`src/rtl/one_hot_way_select_pkg.sv`:
```
// Shared cache-control definitions: mode encoding and the index-width helper.
package one_hot_way_select_pkg;

  // Request mode encoding on req_mode
  localparam logic MODE_EXPLICIT = 1'b0;
  localparam logic MODE_RR       = 1'b1;

  // Ceiling log2: number of bits needed to index 'value' entries (min 1 for value >= 2).
  function automatic int log2_ceil(input int value);
    int result;
    result = 0;
    for (int i = 0; i < 31; i++) begin
      if ((1 << i) < value) begin
        result = i + 1;
      end
    end
    return result;
  endfunction

endpackage

```
`src/rtl/one_hot_way_select_rr_free_search.sv`:
```
// Combinational round-robin free-way search.
// Scans ways ptr, ptr+1, ... wrapping modulo WAYS and reports the first way whose
// lock bit is clear. Kept standalone so victim selection can reuse it.
module rr_free_search
  import one_hot_way_select_pkg::*;
#(
  parameter  int WAYS  = 8,
  localparam int IDX_W = log2_ceil(WAYS)
) (
  input  logic [IDX_W-1:0] ptr,
  input  logic [WAYS-1:0]  lock,
  output logic             found,
  output logic [IDX_W-1:0] sel,
  output logic [WAYS-1:0]  onehot
);

  // One extra bit so ptr + offset never overflows before the modulo fold
  localparam int SUM_W = IDX_W + 1;

  logic [SUM_W-1:0] cand_sum [WAYS];
  logic [IDX_W-1:0] cand_idx [WAYS];
  logic [WAYS-1:0]  cand_free;

  // Candidate way visited at search offset gi, folded back into 0..WAYS-1.
  // The fold compares against WAYS, not 2^IDX_W, so non-power-of-two sizes wrap correctly.
  for (genvar gi = 0; gi < WAYS; gi++) begin : g_cand
    assign cand_sum[gi]  = {1'b0, ptr} + SUM_W'(gi);
    assign cand_idx[gi]  = (cand_sum[gi] >= SUM_W'(WAYS))
                           ? IDX_W'(cand_sum[gi] - SUM_W'(WAYS))
                           : cand_sum[gi][IDX_W-1:0];
    assign cand_free[gi] = ~lock[cand_idx[gi]];
  end

  // Priority pick: lowest search offset wins, which is the nearest free way after ptr
  always_comb begin
    found  = 1'b0;
    sel    = '0;
    onehot = '0;
    for (int k = 0; k < WAYS; k++) begin
      if (!found && cand_free[k]) begin
        found = 1'b1;
        sel   = cand_idx[k];
      end
    end
    if (found) begin
      onehot = WAYS'(1) << sel;
    end
  end

endmodule

```
`src/rtl/one_hot_way_select.sv`:
```
// Registered, handshaked binary-to-one-hot way selector.
// Explicit mode converts req_index to a mask; round-robin mode picks the next
// unlocked way after the last pick. One result register with valid/ready on
// both sides; accept and drain may happen in the same cycle.
// Optional build macro ONE_HOT_WAY_SELECT_STATS_EN adds saturating request,
// error and round-robin counters (stat_req, stat_err, stat_rr).
module one_hot_way_select
  import one_hot_way_select_pkg::*;
#(
  parameter  int WAYS  = 8,
  localparam int IDX_W = log2_ceil(WAYS)
) (
  input  logic             clock,
  input  logic             reset,
  input  logic             req_valid,
  output logic             req_ready,
  input  logic             req_mode,
  input  logic [IDX_W-1:0] req_index,
  input  logic [WAYS-1:0]  req_lock,
  output logic             out_valid,
  input  logic             out_ready,
  output logic [WAYS-1:0]  out_onehot,
  output logic [IDX_W-1:0] out_index,
  output logic             out_err
`ifdef ONE_HOT_WAY_SELECT_STATS_EN
  ,
  output logic [31:0]      stat_req,
  output logic [31:0]      stat_err,
  output logic [31:0]      stat_rr
`endif
);

  localparam int SUM_W = IDX_W + 1;

  // Result register and round-robin pointer
  logic             out_valid_q,  out_valid_d;
  logic [WAYS-1:0]  out_onehot_q, out_onehot_d;
  logic [IDX_W-1:0] out_index_q,  out_index_d;
  logic             out_err_q,    out_err_d;
  logic [IDX_W-1:0] rr_ptr_q,     rr_ptr_d;

  logic             accept;
  logic             idx_in_range;
  logic             rr_found;
  logic [IDX_W-1:0] rr_sel;
  logic [WAYS-1:0]  rr_onehot;
  logic [IDX_W-1:0] rr_ptr_inc;

  // The register can take a new result when empty or when its content drains this cycle
  assign req_ready = !out_valid_q || out_ready;
  assign accept    = req_valid && req_ready;

  // Widen before comparing so indices >= WAYS are caught even when WAYS == 2^IDX_W
  assign idx_in_range = {1'b0, req_index} < SUM_W'(WAYS);

  rr_free_search #(
    .WAYS (WAYS)
  ) u_rr_free_search (
    .ptr    (rr_ptr_q),
    .lock   (req_lock),
    .found  (rr_found),
    .sel    (rr_sel),
    .onehot (rr_onehot)
  );

  // Pointer moves past the chosen way, wrapping at WAYS-1 rather than at 2^IDX_W-1
  assign rr_ptr_inc = (rr_sel == IDX_W'(WAYS - 1)) ? '0 : rr_sel + IDX_W'(1);

  // Next-state for the result register and pointer; hold unless accepted or drained
  always_comb begin
    out_valid_d  = out_valid_q;
    out_onehot_d = out_onehot_q;
    out_index_d  = out_index_q;
    out_err_d    = out_err_q;
    rr_ptr_d     = rr_ptr_q;
    if (accept) begin
      out_valid_d = 1'b1;
      if (req_mode == MODE_EXPLICIT) begin
        if (idx_in_range) begin
          out_onehot_d = WAYS'(1) << req_index;
          out_index_d  = req_index;
          out_err_d    = 1'b0;
        end else begin
          out_onehot_d = '0;
          out_index_d  = '0;
          out_err_d    = 1'b1;
        end
      end else if (req_mode == MODE_RR) begin
        if (rr_found) begin
          out_onehot_d = rr_onehot;
          out_index_d  = rr_sel;
          out_err_d    = 1'b0;
          rr_ptr_d     = rr_ptr_inc;
        end else begin
          // Every way locked: flag it and leave the pointer where it was
          out_onehot_d = '0;
          out_index_d  = '0;
          out_err_d    = 1'b1;
        end
      end
    end else if (out_ready) begin
      // Drained with nothing new: only valid drops, payload keeps its last value
      out_valid_d = 1'b0;
    end
  end

  // Result register and pointer state
  always_ff @(posedge clock) begin
    if (reset) begin
      out_valid_q  <= 1'b0;
      out_onehot_q <= '0;
      out_index_q  <= '0;
      out_err_q    <= 1'b0;
      rr_ptr_q     <= '0;
    end else begin
      out_valid_q  <= out_valid_d;
      out_onehot_q <= out_onehot_d;
      out_index_q  <= out_index_d;
      out_err_q    <= out_err_d;
      rr_ptr_q     <= rr_ptr_d;
    end
  end

  assign out_valid  = out_valid_q;
  assign out_onehot = out_onehot_q;
  assign out_index  = out_index_q;
  assign out_err    = out_err_q;

`ifdef ONE_HOT_WAY_SELECT_STATS_EN
  localparam logic [31:0] STAT_MAX = 32'hFFFF_FFFF;

  logic [31:0] stat_req_q, stat_req_d;
  logic [31:0] stat_err_q, stat_err_d;
  logic [31:0] stat_rr_q,  stat_rr_d;

  // Saturating counters bumped on every accept; error uses the result being registered
  always_comb begin
    stat_req_d = stat_req_q;
    stat_err_d = stat_err_q;
    stat_rr_d  = stat_rr_q;
    if (accept) begin
      if (stat_req_q != STAT_MAX) begin
        stat_req_d = stat_req_q + 32'd1;
      end
      if (out_err_d && (stat_err_q != STAT_MAX)) begin
        stat_err_d = stat_err_q + 32'd1;
      end
      if ((req_mode == MODE_RR) && (stat_rr_q != STAT_MAX)) begin
        stat_rr_d = stat_rr_q + 32'd1;
      end
    end
  end

  // Counter state
  always_ff @(posedge clock) begin
    if (reset) begin
      stat_req_q <= '0;
      stat_err_q <= '0;
      stat_rr_q  <= '0;
    end else begin
      stat_req_q <= stat_req_d;
      stat_err_q <= stat_err_d;
      stat_rr_q  <= stat_rr_d;
    end
  end

  assign stat_req = stat_req_q;
  assign stat_err = stat_err_q;
  assign stat_rr  = stat_rr_q;
`endif

endmodule

```
`config.mk`:
```
export PLATFORM = sky130hd
export DESIGN_NAME = one_hot_way_select
export DESIGN_NICKNAME = d
export VERILOG_FILES = /design/src/rtl/one_hot_way_select_pkg.sv /design/src/rtl/one_hot_way_select_rr_free_search.sv /design/src/rtl/one_hot_way_select.sv
export SDC_FILE = /design/constraint.sdc
export NUM_CORES = 1
export LEC_CHECK = 0
export CAP_MARGIN = 25
export CORE_MARGIN = 1
export CORE_UTILIZATION = 58
export DETAILED_ROUTE_END_ITERATION = 8
export GPL_TIMING_DRIVEN = 0
export PLACE_DENSITY = 0.86
export SYNTH_ARGS = -nofsm -noshare
export SYNTH_HDL_FRONTEND = slang
export SYNTH_SLANG_ARGS = --single-unit
```
`constraint.sdc`:
```
create_clock -name clock -period 9.9 [get_ports clock]
set_clock_uncertainty 0.05 [all_clocks]
set_input_delay 1.98 -clock clock [delete_from_list [all_inputs] [get_ports clock]]
set_output_delay 1.98 -clock clock [all_outputs]
set_load 0.05 [all_outputs]
```
After elaboration in Yosys (flattened, before gate mapping)
Cells that the tools add are included.

Reductions and logical operators: 18. Shift operators: 2. Multiplexer cells: 49. Eq/ne operators: 1. Bitwise gates (word level): 7. $lt $le $gt $ge: 16. Add/sub/neg operators: 16.

Operators by type and width (number): 3-bit two-way mux (19); 3-bit by 4-bit less-than comparator with 1-bit output (second input constant) (8); 4-bit greater-or-equal comparator (second input constant) (7); 1-bit binary-select mux with 3-bit select (8); 3-bit by 1-bit subtractor with 3-bit output (second input constant) (8); 1-bit two-way mux (20); 3-bit by 3-bit adder with 4-bit output (second input constant) (4); 8-bit two-way mux (2); 1-bit by 3-bit << shifter with 8-bit output (first input constant) (2); 3-bit by 2-bit adder with 4-bit output (second input constant) (2); 1-bit logical AND (8); 1-bit zero test (7); 1-bit inverter (7); 3-bit by 1-bit adder with 4-bit output (second input constant) (1); 3-bit by 4-bit greater-or-equal comparator with 1-bit output (second input constant) (1); 3-bit by 1-bit adder with 3-bit output (second input constant) (1); 3-bit == test (second input constant) (1); 3-bit AND reduction (1); 2-bit nonzero test (1); 1-bit logical OR (1).

Bits of input ports: 16. Register bits after elaboration: 16. Output and inout port bits: 14. Logic and storage cells: 114.

Logic depth before layout (Yosys ltp)
Gate-level depths: netlist of run 1.

Word-level depth: 29. Mapped depth: 16. Gate-level depth less buffers: 13.

By module
A second synthesis of run 1 with hierarchy kept.

Cell total of the unflattened synthesis: 239. Area total of the unflattened synthesis: 2064.5 sq um.

By module, submodules not included: rr_free_search (area an instance 1231.2 sq um, cells each 150, sequential area each 0.0 sq um, instances 1); one_hot_way_select (area an instance 833.3 sq um, cells each 89, sequential area each 320.3 sq um, instances 1).

Worst setup path before layout of run 1
No wires, ideal clock.

Path type: input port to flip-flop. Start point: input port req_lock[0]. End point: register rr_ptr_q[2]. Arrival time: 4368 ps. Setup slack: 5355 ps. Setup time: 128 ps. Buffers on the path: 1. Data required time: 9722 ps. Stages on the path: 11. Cells stage by stage: mux4_2 -> mux2_2 -> nor2b_1 -> buf_6 -> and3_1 -> a221o_1 -> and2_1 -> ha_1 -> ha_1 -> mux2i_1 -> nor2_1.

Cells in the longest elaborated chain, start to end: 25. Elaborated cells on any way between the ends: 56. Classes of those cells: 1 x add/sub; 1 x eq/ne; 33 x mux; 7 x bitwise; 14 x reduce/logical.

RTL lines: start, declared (RTL line one_hot_way_select.sv:19) `input logic [WAYS-1:0] req_lock,`; 1-bit binary-select mux with 3-bit select (RTL line one_hot_way_select_rr_free_search.sv:31) `assign cand_free[gi] = ~lock[cand_idx[gi]];`; 1-bit two-way mux (implied by the code) (RTL line one_hot_way_select_rr_free_search.sv:31); 1-bit inverter (RTL line one_hot_way_select_rr_free_search.sv:31); 1-bit logical AND (RTL line one_hot_way_select_rr_free_search.sv:40) `if (!found && cand_free[k]) begin`; 1-bit two-way mux (RTL line one_hot_way_select_rr_free_search.sv:40); 1-bit zero test (RTL line one_hot_way_select_rr_free_search.sv:40); 1-bit logical AND (RTL line one_hot_way_select_rr_free_search.sv:40); 1-bit two-way mux (RTL line one_hot_way_select_rr_free_search.sv:40); (+10 left out); 1-bit logical AND (RTL line one_hot_way_select_rr_free_search.sv:40); 1-bit two-way mux (RTL line one_hot_way_select_rr_free_search.sv:40); 1-bit zero test (RTL line one_hot_way_select_rr_free_search.sv:40); 1-bit logical AND (RTL line one_hot_way_select_rr_free_search.sv:40); 3-bit two-way mux (*) (RTL line one_hot_way_select_rr_free_search.sv:40); 3-bit by 1-bit adder with 3-bit output / 3-bit == test (equally long branches) (RTL line one_hot_way_select.sv:67) `assign rr_ptr_inc = (rr_sel == IDX_W'(WAYS - 1)) ? '0 : rr_sel + IDX_W'(1);`; 3-bit two-way mux (*) (RTL line one_hot_way_select.sv:67); net rr_ptr_inc[2] (RTL line one_hot_way_select.sv:47) `logic [IDX_W-1:0] rr_ptr_inc;`; end signal, assigned (RTL line one_hot_way_select.sv:120) `rr_ptr_q <= rr_ptr_d;`; end, declared (RTL line one_hot_way_select.sv:40) `logic [IDX_W-1:0] rr_ptr_q, rr_ptr_d;`.

Mark *: on every way through the listed nets, which the timed path passes. The rest lies on a longest branch. The select of a mux whose other input is x is not followed. A chain may end at the register's enable or synchronous reset.

Final worst setup path of run 1
Start point: input port out_ready. End point: output port req_ready.

Cells in the longest elaborated chain, start to end: 1.

RTL lines: start, declared (RTL line one_hot_way_select.sv:21) `input logic out_ready,`; 1-bit logical OR (RTL line one_hot_way_select.sv:50) `assign req_ready = !out_valid_q || out_ready;`; end, declared (RTL line one_hot_way_select.sv:16) `output logic req_ready,`.

No other way between the ends.

==> results.txt, run 1 <==
- The flow ran to the end, and the final reports show no timing, DRC or antenna violations.
- Summed over its instances, the top area cell type makes up 17.17% of the synthesized netlist area.
* Cell-by-cell trace of the critical path: clkdlybuf4s50_1, nand2b_1, clkdlybuf4s50_1
- GRT met1 Usage: 44.04%
- STA classifies the critical path endpoint as a primary output.
* Crit path time final: 5421 ps
* Via count of the first global-routing pass: 1702
- Final core utilization: 73.16%
- Setup violations remaining at the end of the flow were counted as 0.
- The number of antenna violations at the first check in global routing was 0.
- Detail-routed net length per standard cell: 16.62 um
* Synthesized area per cell: 8.441 sq um
- 30 I/O pins were placed.
- Summing all placed instances gives a cell area of 2211 sq um.
* Met2 global-route usage: 46.96%
- The first TritonRoute pass finished after 5 iterations.
- Critical path data required time: 7870 ps
* Total negative slack for setup checks: 0 ps
* CTS clk-pin slew, worst paths: 100 ps
- Counting every instance in the synthesized netlist gives 221.
* Number of enable-type register cells in the synthesized netlist: 0
- F_max: 184.5 MHz
- The count of buffers added on input and output ports is 29.
- The number of gates resized after CTS was 0.
- Number of flip-flops and latches in the synthesized netlist: 16
- Worst Path Buf+Inv: 2
- H-tree levels: 1
* Commonest cells in the synthesized netlist: nor2_1, o21ai_0, dfxtp_1, nand2_1, a21oi_1
* Slew at the pin closest to its max-slew limit: 611.1 ps
- Net count reported at finish: 279
- Sequential element share of the synthesized area: 17.17%
- Hold violation count in the final report: 0
* Placer Congestion: 0.9390
- For this design, the CTS-stage hold fixing added 0 buffers.
* Effective utilization at floorplan: 61.11%
* Fraction of synthesis flops using an asynchronous set or reset pin: 0%
* Worst-case headroom to the max-slew limit: 58.97%
- After global routing the overflow that remains totals 0.
- Critical path's largest stage delay: 820 ps
- Clock tree synthesis inserted a total of 3 buffers.
- After synthesis, the netlist uses 52 different library cells.
- Largest cells by area after synthesis: dfxtp_1, mux4_2, ha_1
- Layout-stage area growth over the synthesis result: 19.72%
- Total wire length after detailed routing: 4936 um
- Met3 Resource Use GR: 5.714%
- Starting DRT DRC Count: 113
* Total of warnings raised by yosys: 0
- Routed Antenna Nets: 0
- Among all stages on the critical path, the largest delay is contributed by clkdlybuf4s50_1.
- Peak supply drop: 0.1182 mV
* Most frequent cell after synthesis: nor2_1
- Final Max Tran Viols: 0
- Root Buffer: clkbuf_4
- Peak-usage layer in the global routing report: met2
* Primary FF master, synth: dfxtp_1
* Static Leakage: 0.8429 nW
* DRC Markers: 0
- Setup repair after global routing left no endpoint under its margin.
* Via density per instance: 6.525
* TritonCTS clock tree: yes
* Tightest Hold Check Type: flop to flop
- The post-route netlist has 12.65% of its cells at a drive strength greater than 1.
- Across every metal layer, demand over resource in global routing totals 30.42%.
- Crit path DAT: 3390 ps
* Max-cap viol count: 0
* Critical path peak fanout: 4
- The worst path uses 54.75% of the clock period.
- Timing analysis after detailed placement gives a worst setup slack of 4470 ps.
* Power density over the cells: 159.7 nW/um^2
- Clk Latency, worst-skew pair: 290 ps
- Final design area excluding fillers: 2233 sq um
* Net count after synthesis: 245
- Dominant cell type by area after synthesis: dfxtp_1
- In this run the post-CTS setup repair buffer count came out at 0.
* Half-perimeter wire length after placement: 3759 um
* Overall die height: 58.72 um
- Rows: 20
- Library cell appearing most often on the critical path: clkdlybuf4s50_1
* Crit Path Category: primary input to primary output
- Global-route wire length before repair: 8004 um
- The die covers 3447 sq um.
- Setup slack closes at 4479 ps.
- The longest clock path from root to sink contains 2 buffers.
* Area of the core: 3053 sq um
- The final route contains 1938 vias.
- Die Wd: 58.72 um
* CP top delay family: buffers and inverters
- Startpoint class of the critical path: primary input
- Summing every instance area after synthesis gives 1866 sq um.
- CTS sink cnt: 16
* Pin count of the biggest net entering global routing: 11
- The repair_antennas step left the layout with diodes totalling 0.
[final cells by class]
class / count / area, sq um
Fill cell: 270 / 819.5
Buffer: 10 / 73.82
Multi-Input combinational cell: 183 / 1426
Inverter: 12 / 45.04
Clock buffer: 3 / 22.52
Timing Repair Buffer: 29 / 290.3
Sequential cell: 16 / 320.3
Tap cell: 44 / 55.05
[worst reg2reg max path: stages (launching register included)]
cell and delay [ps]:
dfxtp_1 460, buf_2 310, inv_1 190, ha_1 350, buf_6 140, buf_6 160, mux4_2 500, mux2i_1 340
nor3_2 160, and3_1 240, a221o_1 390, and2_1 190, ha_1 220, ha_1 270, mux2i_1 130, nor2_1 60
[where the power goes]
group	switching, W	internal (W)	leakage [nW]
clock	0.0000211	0.0000142	0.0138
sequential	0.00000486	0.0000712	0.132
combinational	0.000143	0.000102	0.697
total	0.000169	0.000188	0.843
[kinds of logic (layout without fill, tap and decap cells)]
kind of cell | after synthesis | in the layout | synth area share, %
mux | 29 | 29 | 24.41
buf+inv | 22 | 54 | 6.371
simple gates | 81 | 81 | 22.13
xor+xnor | 3 | 3 | 1.409
flops | 16 | 16 | 17.17
fa+ha+maj | 8 | 8 | 5.366
compound gates | 62 | 62 | 23.14
[cell usage in the layout (no fill, tap or decap), types with 9 or more instances in the layout]
cell	count
a21oi_1	12
inv_1	9
clkdlybuf4s50_1	29
nor2_1	18
mux4_2	11
mux2i_1	10
and2_1	11
o21ai_0	17
nor3_1	10
dfxtp_1	16
nand2_1	14
[registers in the layout, indices dropped and copies added, names as in the netlist]
signal      count
out_valid       1
out_onehot      8
rr_ptr_q        3
out_err         1
out_index       3
[metrics by stage]
step | hold WS, ps | power, W | cells
finish | 416.9 | 0.0003566 | 297
global route | 449.3 | 0.0003806 | 297
CTS | 417.7 | 0.0003530 | 297
detailed placement | 403.4 | 0.0003176 | 294
global placement | 390.8 | 0.0003127 | 294
floorplan | 604.3 | 0.0002619 | 221
[per-layer routing]
metal / part of all wire [%] / wire length, um
met1: 47 / 2311
met2: 45 / 2241
met3: 7.0 / 346
met4: 0.73 / 36
met5: 0 / 0
[path summary, 6_finish.rpt]
check / from / to / slack (ps) / cells past startpoint
worst min-delay path: out_err / out_err / 420 / 2
worst max register to register: rr_ptr_q[1] / rr_ptr_q[2] / 5620 / 15
worst max-delay path: out_ready / req_ready / 4480 / 3
worst min register to register: out_err / out_err / 420 / 2
Power figures use the tool's default switching activity.
==> run 2, diff against run 1 <==
- CORE_UTILIZATION: 58 -> 54
- PLACE_DENSITY: 0.86 -> 0.8
- clock period: 9.9 -> 5.5 ns (I/O delays scaled with it)
==> results.txt, run 2 (synthesized netlist as in run 1, its figures left out) <==
* Most common library cell in the layout ignoring fill and taps: clkdlybuf4s50_1 (unchanged)
- The layout cell share with drive strength beyond 1 is 12.65% (unchanged).
- Start of the worst register-to-register path: rr_ptr_q[1] (unchanged)
- Final design area excluding fillers: 2233 sq um (unchanged)
- Layout-stage area growth over the synthesis result: 19.72% (unchanged)
* Power density over the cells: 287.4 nW/um^2 (was 159.7 nW/um^2)
* CTS clk-pin slew, worst paths: 100 ps (about the same)
- Count of port buffers added during placement: 29 (unchanged)
- The final weighted congestion of routability-driven global placement is 0.8967 (was 0.9390).
- In the finished design, the share of the clock period the worst path needs comes to 79.82%.
* Critical path capture point: rr_ptr_q[2] (was req_ready)
* Crit path time final: 4390 ps
* Clk Latency, worst-skew pair: 280 ps (was 290 ps)
* Total wire length after detailed routing: 4892 um (was 4936 um)
- The number of inserted diodes was 0 (unchanged).
* Final setup viols: 0 (unchanged)
- Via density per instance: 6.303 (was 6.525)
* Slew at the pin closest to its max-slew limit: 510.2 ps (was 611.1 ps)
- Initial antenna violation count: 0 (unchanged)
- Startpoint class of the critical path: flop (was primary input)
* H-tree levels: 1 (unchanged)
- The largest fanout of any net on the critical path is 10 (was 4).
- Final critical-path setup slack: 1110 ps (was 4479 ps)
- Number of flip-flops in the largest register: 8 (unchanged)
- Peak supply drop: 0.1900 mV (was 0.1182 mV)
- Hold violation count in the final report: 0 (unchanged)
* Global-route usage over all layers: 29.38% (was 30.42%)
* Buffer depth of the longest clock path: 2 (unchanged)
* FF-to-FF setup slack: 1110 ps (was 5620 ps)
- The required time of the critical path was 5620 ps (was 7870 ps).
- The clock tree from TritonCTS is yes (unchanged).
- The total global routing overflow was 0 (unchanged).
- The cell chosen for the clock root is clkbuf_4 (unchanged).
- Detail-routed net length per standard cell: 16.47 um (was 16.62 um)
- Number of vias in the routed layout: 1872 (was 1938)
- Net count reported at finish: 279 (unchanged)
- Unrepaired setup endpoints after global routing: no (unchanged)
* Layout filler cell count: 283 (was 270)
- The aggregate negative setup slack came to 0 ps (unchanged).
- Rows: 20 (unchanged)
* Die Wd: 60.78 um (was 58.72 um)
- The number of buffers added by the clock tree synthesis step is 3 (unchanged).
* Routed Antenna Nets: 0 (unchanged)
* DRC Markers: 0 (unchanged)
- The area of the multi-input gates was 1426 sq um (unchanged).
- Critical path origin: rr_ptr_q[1] (was out_ready)
* Static Leakage: 0.8429 nW (unchanged)
- Quantity of gates resized following cts: 0 (unchanged)
- The count of TritonRoute iterations in the first routing pass was 4 (was 5).
- F_max: 227.8 MHz
- Crit Path Category: flop to flop (was primary input to primary output)
- The post-detailed-placement half-perimeter wirelength is 3747 um (was 3759 um).
- Terminus of the critical flop-to-flop path: rr_ptr_q[2] (unchanged)
- The hold buffer count at CTS came to 0 (unchanged).
* Worst Setup End Kind: flop (was primary output)
- The number of max-cap violations is 0 (unchanged).
- The number of post-CTS setup repair buffers is 0 (unchanged).
- Total Die Area: 3694 sq um (was 3447 sq um)
- Pin count of the biggest net entering global routing: 11 (unchanged)
- The starting DRC count in detailed routing was 135 (was 113).
* Crit path DAT: 4500 ps (was 3390 ps)
- Worst hold path startpoint: out_err (unchanged)
- Effective utilization at floorplan: 59.17% (was 61.11%)
* Final Max Tran Viols: 0 (unchanged)
* Outcome: finished clean (unchanged)
- The first-pass GRT wire length is 8024 um (was 8004 um).
- Via count of the first global-routing pass: 1693 (was 1702)
* Worst-case headroom to the max-slew limit: 65.88% (was 58.97%)
* Cell count of the worst hold path: 2 (unchanged)
* Ports placed on the boundary: 30 (unchanged)
- The type of the most critical hold path is flop to flop (unchanged).
* Worst setup timing slack at the placement stage: 1007 ps (was 4470 ps)
- Hold WS: 431.4 ps (was 416.9 ps)
* Overall die height: 60.78 um (was 58.72 um)
* Placed Instance Area: 2211 sq um (unchanged)
* R2R cell count: 15 (unchanged)
* Register area: 320.3 sq um (unchanged)
- Area of the core: 3153 sq um (was 3053 sq um)
* CTS sink cnt: 16 (unchanged)
- Top library cells by usage in the layout, fill and taps aside: clkdlybuf4s50_1, nor2_1, o21ai_0 (unchanged).
-- run 2: cell counts in the layout (fill, tap and decap cells not counted) --
No cell type changed its count.
-- run 2: worst min-delay path by stage --
stage               slack [ps]     endpoint
floorplan                  600  rr_ptr_q[2]
global placement           390      out_err
detailed placement         420      out_err
CTS                        430      out_err
global route               440      out_err
finish                     430      out_err
-- run 2: final cells by class --
cell class | instances | area share [%]
plain buffers | 10 | 3.305
repair buffers | 29 | 13.00
multi-input cells | 183 | 63.87
inverters | 12 | 2.017
well taps | 44 | 2.465
flip-flops and latches | 16 | 14.34
clock buffers | 3 | 1.008
-- run 2: where the power goes --
part	leakage, nW	internal [W]	switching [W]	total [W]
Combinational	0.697	0.000185	0.000256	0.000441
Sequential	0.132	0.000128	0.00000911	0.000137
Clock	0.0138	0.0000254	0.0000384	0.0000639
Total	0.843	0.000338	0.000304	0.000642
-- run 2: worst max-delay path: stages (launching register included) --
cell and delay, ps:
dfxtp_1 480, buf_2 340, inv_1 190, ha_1 350, buf_6 140, buf_6 150
mux4_2 500, mux2i_1 380, nor3_2 170, and3_1 240, a221o_1 390, and2_1 190
ha_1 230, ha_1 270, mux2i_1 140, nor2_1 60
-- run 2: stage by stage --
| step | total power [W] | instances | utilization, % |
|---|---|---|---|
| floorplan | 0.0004715 | 221 | - |
| global placement | 0.0005666 | 294 | 70.12 |
| detailed placement | 0.0005728 | 294 | 70.12 |
| CTS | 0.0006381 | 297 | 70.83 |
| global route | 0.0006883 | 297 | 70.83 |
| finish | 0.0006420 | 297 | 70.83 |
-- run 2: per-layer routing --
| layer | vias up | wire (um) | share of wire (%) | track usage, % |
|---|---|---|---|---|
| met5 | - | 0 | 0 | 0 |
| met4 | 0 | 74 | 1.5 | 6.494 |
| met3 | 8 | 342 | 7.0 | 6.610 |
| met2 | 90 | 2120 | 43 | 44.27 |
| met1 | 862 | 2354 | 48 | 42.95 |
| li1 | 912 | - | - | - |
